`config.mk`:
```
export PLATFORM = sky130hd
export DESIGN_NAME = div_recombine_flat
export DESIGN_NICKNAME = d
export VERILOG_FILES = /design/src/rtl/div_recombine_if.sv /design/src/rtl/div_recombine.sv /design/src/flat_wrapper.sv
export SDC_FILE = /design/constraint.sdc
export NUM_CORES = 1
export LEC_CHECK = 0
export ABC_AREA = 1
export BUFFER_PORTS_ARGS = -buffer_cell sky130_fd_sc_hd__buf_2
export CAP_MARGIN = 30
export CORE_MARGIN = 4
export CORE_UTILIZATION = 37
export CTS_BUF_LIST = sky130_fd_sc_hd__clkbuf_4 sky130_fd_sc_hd__clkbuf_8
export CTS_CLUSTER_SIZE = 25
export DETAILED_ROUTE_END_ITERATION = 12
export SETUP_SLACK_MARGIN = 0.3
export SLEW_MARGIN = 30
export SYNTH_ARGS = -nofsm -noshare
export SYNTH_HDL_FRONTEND = slang
export SYNTH_SLANG_ARGS = --single-unit
```
`constraint.sdc`:
```
create_clock -name clk -period 1.8 [get_ports clk]
set_clock_uncertainty 0.15 [all_clocks]
set_input_delay 0.27 -clock clk [delete_from_list [all_inputs] [get_ports clk]]
set_output_delay 0.27 -clock clk [all_outputs]
set_load 0.01 [all_outputs]
```
`src/rtl/div_recombine_if.sv`:
```
// Handshake/operand bundle for div_recombine.
// With DIV_RECOMBINE_CHECK_EN defined the bundle also carries the err flag.
interface div_recombine_if #(parameter int WIDTH = 4);
  logic               start;
  logic [WIDTH-1:0]   q;
  logic [WIDTH-1:0]   d;
  logic [WIDTH:0]     r;
  logic               busy;
  logic               done;
  logic [2*WIDTH:0]   p;
`ifdef DIV_RECOMBINE_CHECK_EN
  logic               err;
  modport master (output start, q, d, r, input busy, done, p, err);
  modport slave  (input start, q, d, r, output busy, done, p, err);
`else
  modport master (output start, q, d, r, input busy, done, p);
  modport slave  (input start, q, d, r, output busy, done, p);
`endif
endinterface

```
`src/rtl/div_recombine.sv`:
```
// div_recombine: sequential shift-add p = q*d + r, one iteration per clock.
// Inverse of the non-restoring divider (WIDTH-bit q/d, WIDTH+1-bit r).
// Optional feature macro: DIV_RECOMBINE_CHECK_EN adds err, flagging triples
// the divider could never have produced.
module div_recombine #(
  parameter int WIDTH = 4
) (
  input  logic          clk,
  input  logic          rst_n,
  div_recombine_if.slave bus
);
  localparam int P_W = 2*WIDTH + 1;
  localparam int C_W = $clog2(WIDTH) + 1;

  typedef enum logic [1:0] {IDLE, RUN, DONE} state_t;

  state_t           state;
  logic [WIDTH-1:0] mq;
  logic [P_W-1:0]   md;
  logic [P_W-1:0]   acc;
  logic [C_W-1:0]   cnt;
  logic [P_W-1:0]   acc_next;
  logic             last;

`ifdef DIV_RECOMBINE_CHECK_EN
  // md shifts away, so the original divisor and remainder are kept for the check
  logic [WIDTH-1:0] d_lat;
  logic [WIDTH:0]   r_lat;
  logic             bad_triple;
`endif

  // next accumulator value and final-iteration detect
  always_comb begin
    acc_next = acc + (mq[0] ? md : '0);
    last     = (cnt == C_W'(WIDTH-1));
  end

`ifdef DIV_RECOMBINE_CHECK_EN
  // illegal divider output: zero divisor, remainder too big, or dividend overflows WIDTH bits
  always_comb begin
    bad_triple = (d_lat == '0) || ({1'b0, r_lat} >= {2'b0, d_lat}) ||
                 (acc_next[P_W-1:WIDTH] != '0);
  end
`endif

  // control FSM and datapath with registered outputs
  always_ff @(posedge clk or negedge rst_n) begin
    if (!rst_n) begin
      state    <= IDLE;
      mq       <= '0;
      md       <= '0;
      acc      <= '0;
      cnt      <= '0;
      bus.busy <= 1'b0;
      bus.done <= 1'b0;
      bus.p    <= '0;
`ifdef DIV_RECOMBINE_CHECK_EN
      d_lat    <= '0;
      r_lat    <= '0;
      bus.err  <= 1'b0;
`endif
    end else begin
      case (state)
        IDLE: begin
          bus.done <= 1'b0;
          if (bus.start) begin
            mq       <= bus.q;
            md       <= {{(P_W-WIDTH){1'b0}}, bus.d};
            acc      <= {{(P_W-WIDTH-1){1'b0}}, bus.r};
            cnt      <= '0;
            bus.busy <= 1'b1;
            state    <= RUN;
`ifdef DIV_RECOMBINE_CHECK_EN
            d_lat    <= bus.d;
            r_lat    <= bus.r;
`endif
          end
        end
        RUN: begin
          acc <= acc_next;
          md  <= md << 1;
          mq  <= mq >> 1;
          cnt <= cnt + 1'b1;
          if (last) begin
            bus.p    <= acc_next;
            bus.done <= 1'b1;
            bus.busy <= 1'b0;
            state    <= DONE;
`ifdef DIV_RECOMBINE_CHECK_EN
            bus.err  <= bad_triple;
`endif
          end
        end
        DONE: begin
          bus.done <= 1'b0;
          state    <= IDLE;
        end
        default: begin
          bus.done <= 1'b0;
          bus.busy <= 1'b0;
          state    <= IDLE;
        end
      endcase
    end
  end
endmodule

```
`src/flat_wrapper.sv`:
```
// flat-port wrapper written by rule: the top's interface ports become plain ports
module div_recombine_flat 
#(
  parameter int WIDTH = 4
)
  (clk, rst_n, bus_start, bus_q, bus_d, bus_r, bus_busy, bus_done, bus_p);
  div_recombine_if #(.WIDTH(WIDTH)) bus_i ();
  input  logic clk;
  input  logic rst_n;
  input wire logic [$bits(bus_i.start)-1:0] bus_start;
  input wire logic [$bits(bus_i.q)-1:0] bus_q;
  input wire logic [$bits(bus_i.d)-1:0] bus_d;
  input wire logic [$bits(bus_i.r)-1:0] bus_r;
  output wire logic [$bits(bus_i.busy)-1:0] bus_busy;
  output wire logic [$bits(bus_i.done)-1:0] bus_done;
  output wire logic [$bits(bus_i.p)-1:0] bus_p;
  assign bus_i.start = bus_start;
  assign bus_i.q = bus_q;
  assign bus_i.d = bus_d;
  assign bus_i.r = bus_r;
  assign bus_busy = bus_i.busy;
  assign bus_done = bus_i.done;
  assign bus_p = bus_i.p;
  div_recombine #(.WIDTH(WIDTH)) u_core (.clk(clk), .rst_n(rst_n), .bus(bus_i));
endmodule
```
## Word level (Yosys, flattened, before mapping)

Index checks and enable logic that the tools add are counted.

| storage, ports and cells | value |
|---|---|
| register bits | 38 |
| word-level logic and storage cells | 39 |
| input port bits | 16 |
| output and inout port bits | 11 |

| operators by class | value |
|---|---|
| muxes and demuxes | 17 |
| add/subtract/negate cells | 2 |
| bitwise gates (word level) | 1 |
| eq/ne operators | 5 |
| reduce and logical (&&, ||, !) cells | 6 |

Operators with widths:

| operator | count |
|---|---|
| case mux 9 bit (2 select lines) | 2 |
| 2-to-1 mux 9 bit | 3 |
| adder 9 bit | 1 |
| case mux 4 bit (2 select lines) | 1 |
| case mux 3 bit (2 select lines) | 1 |
| AND reduction 2 bit | 3 |
| 2-to-1 mux 1 bit | 4 |
| 2-to-1 mux 2 bit | 2 |
| 2-to-1 mux 4 bit | 1 |
| case mux 2 bit (2 select lines) | 1 |
| adder 3 x 1 -> 3 bit, second input constant | 1 |
| == test 3 x 2 -> 1 bit, second input constant | 1 |
| 2-to-1 mux 3 bit | 1 |
| case mux 1 bit (3 select lines) | 1 |
| AND reduction 3 bit | 1 |
| == test 2 x 1 -> 1 bit, second input constant | 1 |
| == test 2 bit, second input constant | 1 |
| logical NOT 2 bit | 1 |
| inequality test 2 x 1 -> 1 bit, second input constant | 1 |
| inequality test 2 bit, second input constant | 1 |
| nonzero test 2 bit | 1 |
| NOT 1 bit | 1 |

## Logic depth before layout (Yosys ltp)

| logic depth | value |
|---|---|
| word-level depth | 3 |
| depth in mapped cells | 12 |
| mapped depth without buffers | 11 |

## Least setup slack after synthesis

No wires, ideal clock.

| timing | value |
|---|---|
| path kind | reg-to-reg |
| start point | reg u_core.mq[0] |
| end point | reg u_core.acc[8] |
| clock period less this slack | 1.891 ns |
| stages on the path, launching flop included | 12 |
| path slack | -0.091 ns |
| data required time | 1.533 ns |
| arrival time | 1.623 ns |
| library setup time | 0.117 ns |
| cells stage by stage | dfrtp_1 > buf_2 > nand2_1 > inv_1 > ha_1 > fa_1 > nand3_1 > nand2_1 > nand2_1 > nand3_1 > nand3_1 > nand2_1 |

| on the way | value |
|---|---|
| longest elaborated chain between the ends | 3 |

RTL lines:

| what | line | text |
|---|---|---|
| start, declared | div_recombine.sv:18 | `logic [WIDTH-1:0] mq;` |
| start signal, assigned | div_recombine.sv:67 | `mq <= bus.q;` |
| start signal, assigned | div_recombine.sv:82 | `mq <= mq >> 1;` |
| 2-to-1 mux 9 bit | div_recombine.sv:34 | `acc_next = acc + (mq[0] ? md : '0);` |
| adder 9 bit | div_recombine.sv:34 |  |
| case mux 9 bit (2 select lines) | div_recombine.sv:63 | `case (state)` |
| end signal, assigned | div_recombine.sv:69 | `acc <= {{(P_W-WIDTH-1){1'b0}}, bus.r};` |
| end signal, assigned | div_recombine.sv:80 | `acc <= acc_next;` |
| end, declared | div_recombine.sv:20 | `logic [P_W-1:0] acc;` |

Every way passes these cells.
A chain may end at the register's enable or synchronous reset.

## Worst setup path in the final report

| timing | value |
|---|---|
| start point | reg u_core.mq[0] |
| end point | reg u_core.bus.p[6] |

| on the way | value |
|---|---|
| longest elaborated chain between the ends | 2 |

RTL lines:

| what | line | text |
|---|---|---|
| 2-to-1 mux 9 bit | div_recombine.sv:34 |  |
| adder 9 bit | div_recombine.sv:34 |  |
| end signal, assigned | div_recombine.sv:85 | `bus.p <= acc_next;` |
| end, declared | div_recombine_if.sv:17 | `modport slave (input start, q, d, r, output busy, done, p);` |

Every way passes these cells.

==> metrics.csv <==
stage;metric;value;unit
outcome;status;complete, but fails checks;
critical_path;critPathBufInv;1;
clock_network;cts_sinks;38;
timing;hold_violations;0;
synth;synth-edff-count;0;
timing;setup_ws;-2.66;ps
routing;ant_nets;0;
clock_network;cts.htree.levels;2;
timing;rsz0062_at_grt;yes;
die;dieHeight;82.1;um
synth;synth_top_family_by_area;simple AND/OR/NAND/NOR gates;
synth;synth_seq_cells;38;
global_routing;grt_pass1_wl;8.11;mm
critical_path;slowest_delay;410;ps
synth;ys.flop_type;dfrtp_1;
final_layout;filler_cell_count;528;
routing;viasPerCell;4.75;
synth;synth_top_area_cell;dfrtp_1;
synth;synth_cell_type_count;24;
routing;wirelength;4.64;mm
global_routing;antenna_found_initial;0;
synth;syn_area;2030;sq um
timing;timing.slew.headroom;0.659;
timing;report.final.setup_viol;2;
worst_hold_path;hp-class;input pin to flip-flop;
clock_network;clk_latency;300;ps
critical_path;worst_setup_path_start_kind;flip-flop;
final_layout;fin_cells;367;
synth;yosysWarnings;0;
clock_network;clock_path_buffers;2;
die;core_area;5200;sq um
routing;vias;1744;
global_routing;grt_pass1_vias;1692;
die;io_pins;27;
synth;ys_top_cells_by_area;dfrtp_1, nand2_1, inv_1, ha_1, nand3_1;
synth;syn_area_per_cell;7.96;sq um
outcome;violations;negative setup slack;
placed_design;place_congestion;0.856;
critical_path;crit_chain;nand2_1 -> inv_2 -> ha_4 -> fa_2 -> nand3_4 -> nand2_4 -> nand2_2 -> nand3_1 -> nand3_1 -> nand2_1;
critical_path;cp_max_fo;3;
clock_network;numCtsBuffers;5;
placed_design;port-buffer-count;26;
die;rows;26;
die;die_w;82.1;um
synth;synthTopCellsByCount;nand2_1, dfrtp_1, inv_1;
critical_path;arrival;1850;ps
routing;first_pass_iters;4;
synth;synth_top_area_frac;0.469;
synth;synth.most_common_cell;nand2_1;
synth;async_flop_share;1.00;
synth;syn_nets;282;
final_layout;drive_above_1_share;0.313;
synth;ys_seq_area_frac;0.469;
routing;drt_iter0_drc;121;
synth;netlist_instances;255;
final_layout;syn2layout_area_growth;29.4;%
die;start_util;0.390;
placed_design;place_inst;354;
clock_network;cts_tree;done;
power;leakage;1.38;nW
clock_network;clk_pin_slew_worst_paths;80;ps
synth;synth-simple-area-share;0.254;
global_routing;grt-ovfl-total;0;
timing;finalCriticalPeriod;1800;ps
synth;synth-xor-area-share;0.00863;
critical_path;crit_required;1840;ps
global_routing;grt_max_degree;39;
final_layout;finalNetCount;323;
routing;drc;0;
global_routing;grt_usage;0.161;
routing;wl_per_cell;12.6;um
timing;period_share;1.00;
critical_path;crit_path_top_delay_cell;fa_2;
timing;finalMaxSlewViolations;0;
placed_design;dp.final_hpwl;3.22;mm
critical_path;crit_path_end_kind;flip-flop;
power;vdd_drop_max;0.000961;V
timing;fmax;0.555;GHz
power;cellPowerDensity;2080;nW/um^2
critical_path;criticalPathCategory;flip-flop to flip-flop;
synth;synth_fa_ha_area_frac;0.0715;
final_layout;antennaDiodeCount;0;
synth;synth.area.mux_share;0;
power;p_total;5.46;mW
synth;synth_compound_gate_area_share;0.101;
flow_run;cap_violations;0;
timing;tightest_slew;511;ps
clock_network;cts_root_buffer;clkbuf_8;
critical_path;cp_top_family;adder cells;
die;dieArea;6730;sq um
-- kinds of logic after synthesis --
kind of cell | Yosys count
AO/OA/AOI/OAI | 38
adder cells (fa/ha/maj) | 11
flip-flops | 38
buffers and inverters | 46
AND/OR/NAND/NOR | 120
XOR/XNOR | 2
-- final timing paths --
path / from / end / slack [ps] / cells past startpoint
max in group asynchronous: rst_n / u_core.state[1] / 710 / 3
worst min-delay path: bus_q[3] / u_core.mq[3] / 20 / 3
worst max-delay path: u_core.mq[0] / u_core.bus.p[6] / -3 / 10
min in group asynchronous: rst_n / u_core.acc[8] / 400 / 3
worst max register to register: u_core.mq[0] / u_core.bus.p[6] / -3 / 10
worst min register to register: u_core.bus.p[3] / u_core.bus.p[3] / 320 / 2
-- through the flow --
| stage | instance area, sq um | worst slack (ps) | hold WS, ps | setup TNS, ps | utilization |
|---|---|---|---|---|---|
| after floorplan | 2120 | 29.4 | -176 | 0 | - |
| after global placement | 2360 | 24.0 | 211 | 0 | 0.453 |
| after detailed placement | 2360 | 7.02 | 218 | 0 | 0.453 |
| after CTS | 2520 | 1.77 | 9.47 | 0 | 0.483 |
| after global routing | 2630 | -110 | 25.0 | -666 | 0.505 |
| final | 2630 | -2.66 | 17.2 | -4.52 | 0.505 |
-- power by group --
part           internal, mW  switching (mW)
combinational          1.38            1.82
clock                 0.408           0.324
sequential             1.27           0.267
-- cell usage in the layout, fill, tap and decap left out, types with 3 or more instances in the layout --
cell	instances
dfrtp_1	37
a21oi_1	11
nand2_2	12
buf_2	26
buf_4	11
buf_6	3
ha_4	6
inv_2	6
a21oi_2	3
ha_1	3
nand3_1	14
o21ai_1	5
clkbuf_8	5
o22ai_1	6
nor2_1	13
o21ai_0	9
nand2_1	72
inv_1	30
-- area by class of cell --
cell class	instances	area, sq um	share of cell area
clock buffers	5	68.8	0.0262
clock inverters	3	40.0	0.0152
inverters	39	156	0.0596
multi-input cells	171	1060	0.405
flip-flops and latches	38	952	0.363
well taps	70	87.6	0.0333
repair buffers	41	256	0.0977
-- state kept, by name, indices dropped and copies added (netlist names) --
name	count
u_core.acc	9
u_core.bus.busy	1
u_core.bus.done	1
u_core.bus.p	9
u_core.cnt	3
u_core.md	9
u_core.mq	4
u_core.state	2
-- what timing repair did --
action / 4_1_cts / 5_1_grt
gates resized for setup: 9 / 28
endpoints found under the setup margin: 17 / 24
buffers inserted: 1 / 3
hold buffers: 1 / 0
pin swaps: 2 / 8
endpoints found under the hold margin: 38 / 0
-- worst reg2reg max path, cell delays in order (launching register included) --
cell and delay (ps):
dfrtp_1 390, nand2_1 90, inv_2 50, ha_4 160
fa_2 410, nand3_4 100, nand2_4 70, nand2_2 90
nand3_1 80, nand3_1 80, nand2_1 50
-- metal layers --
metal  track usage  share of wire  wire, um
met5             0              0         0
met3        0.0493          0.052       240
met4        0.0498          0.013        59
met1         0.213           0.46      2160
met2         0.250           0.47      2180
Note: power is estimated with default switching activity, not from simulation.
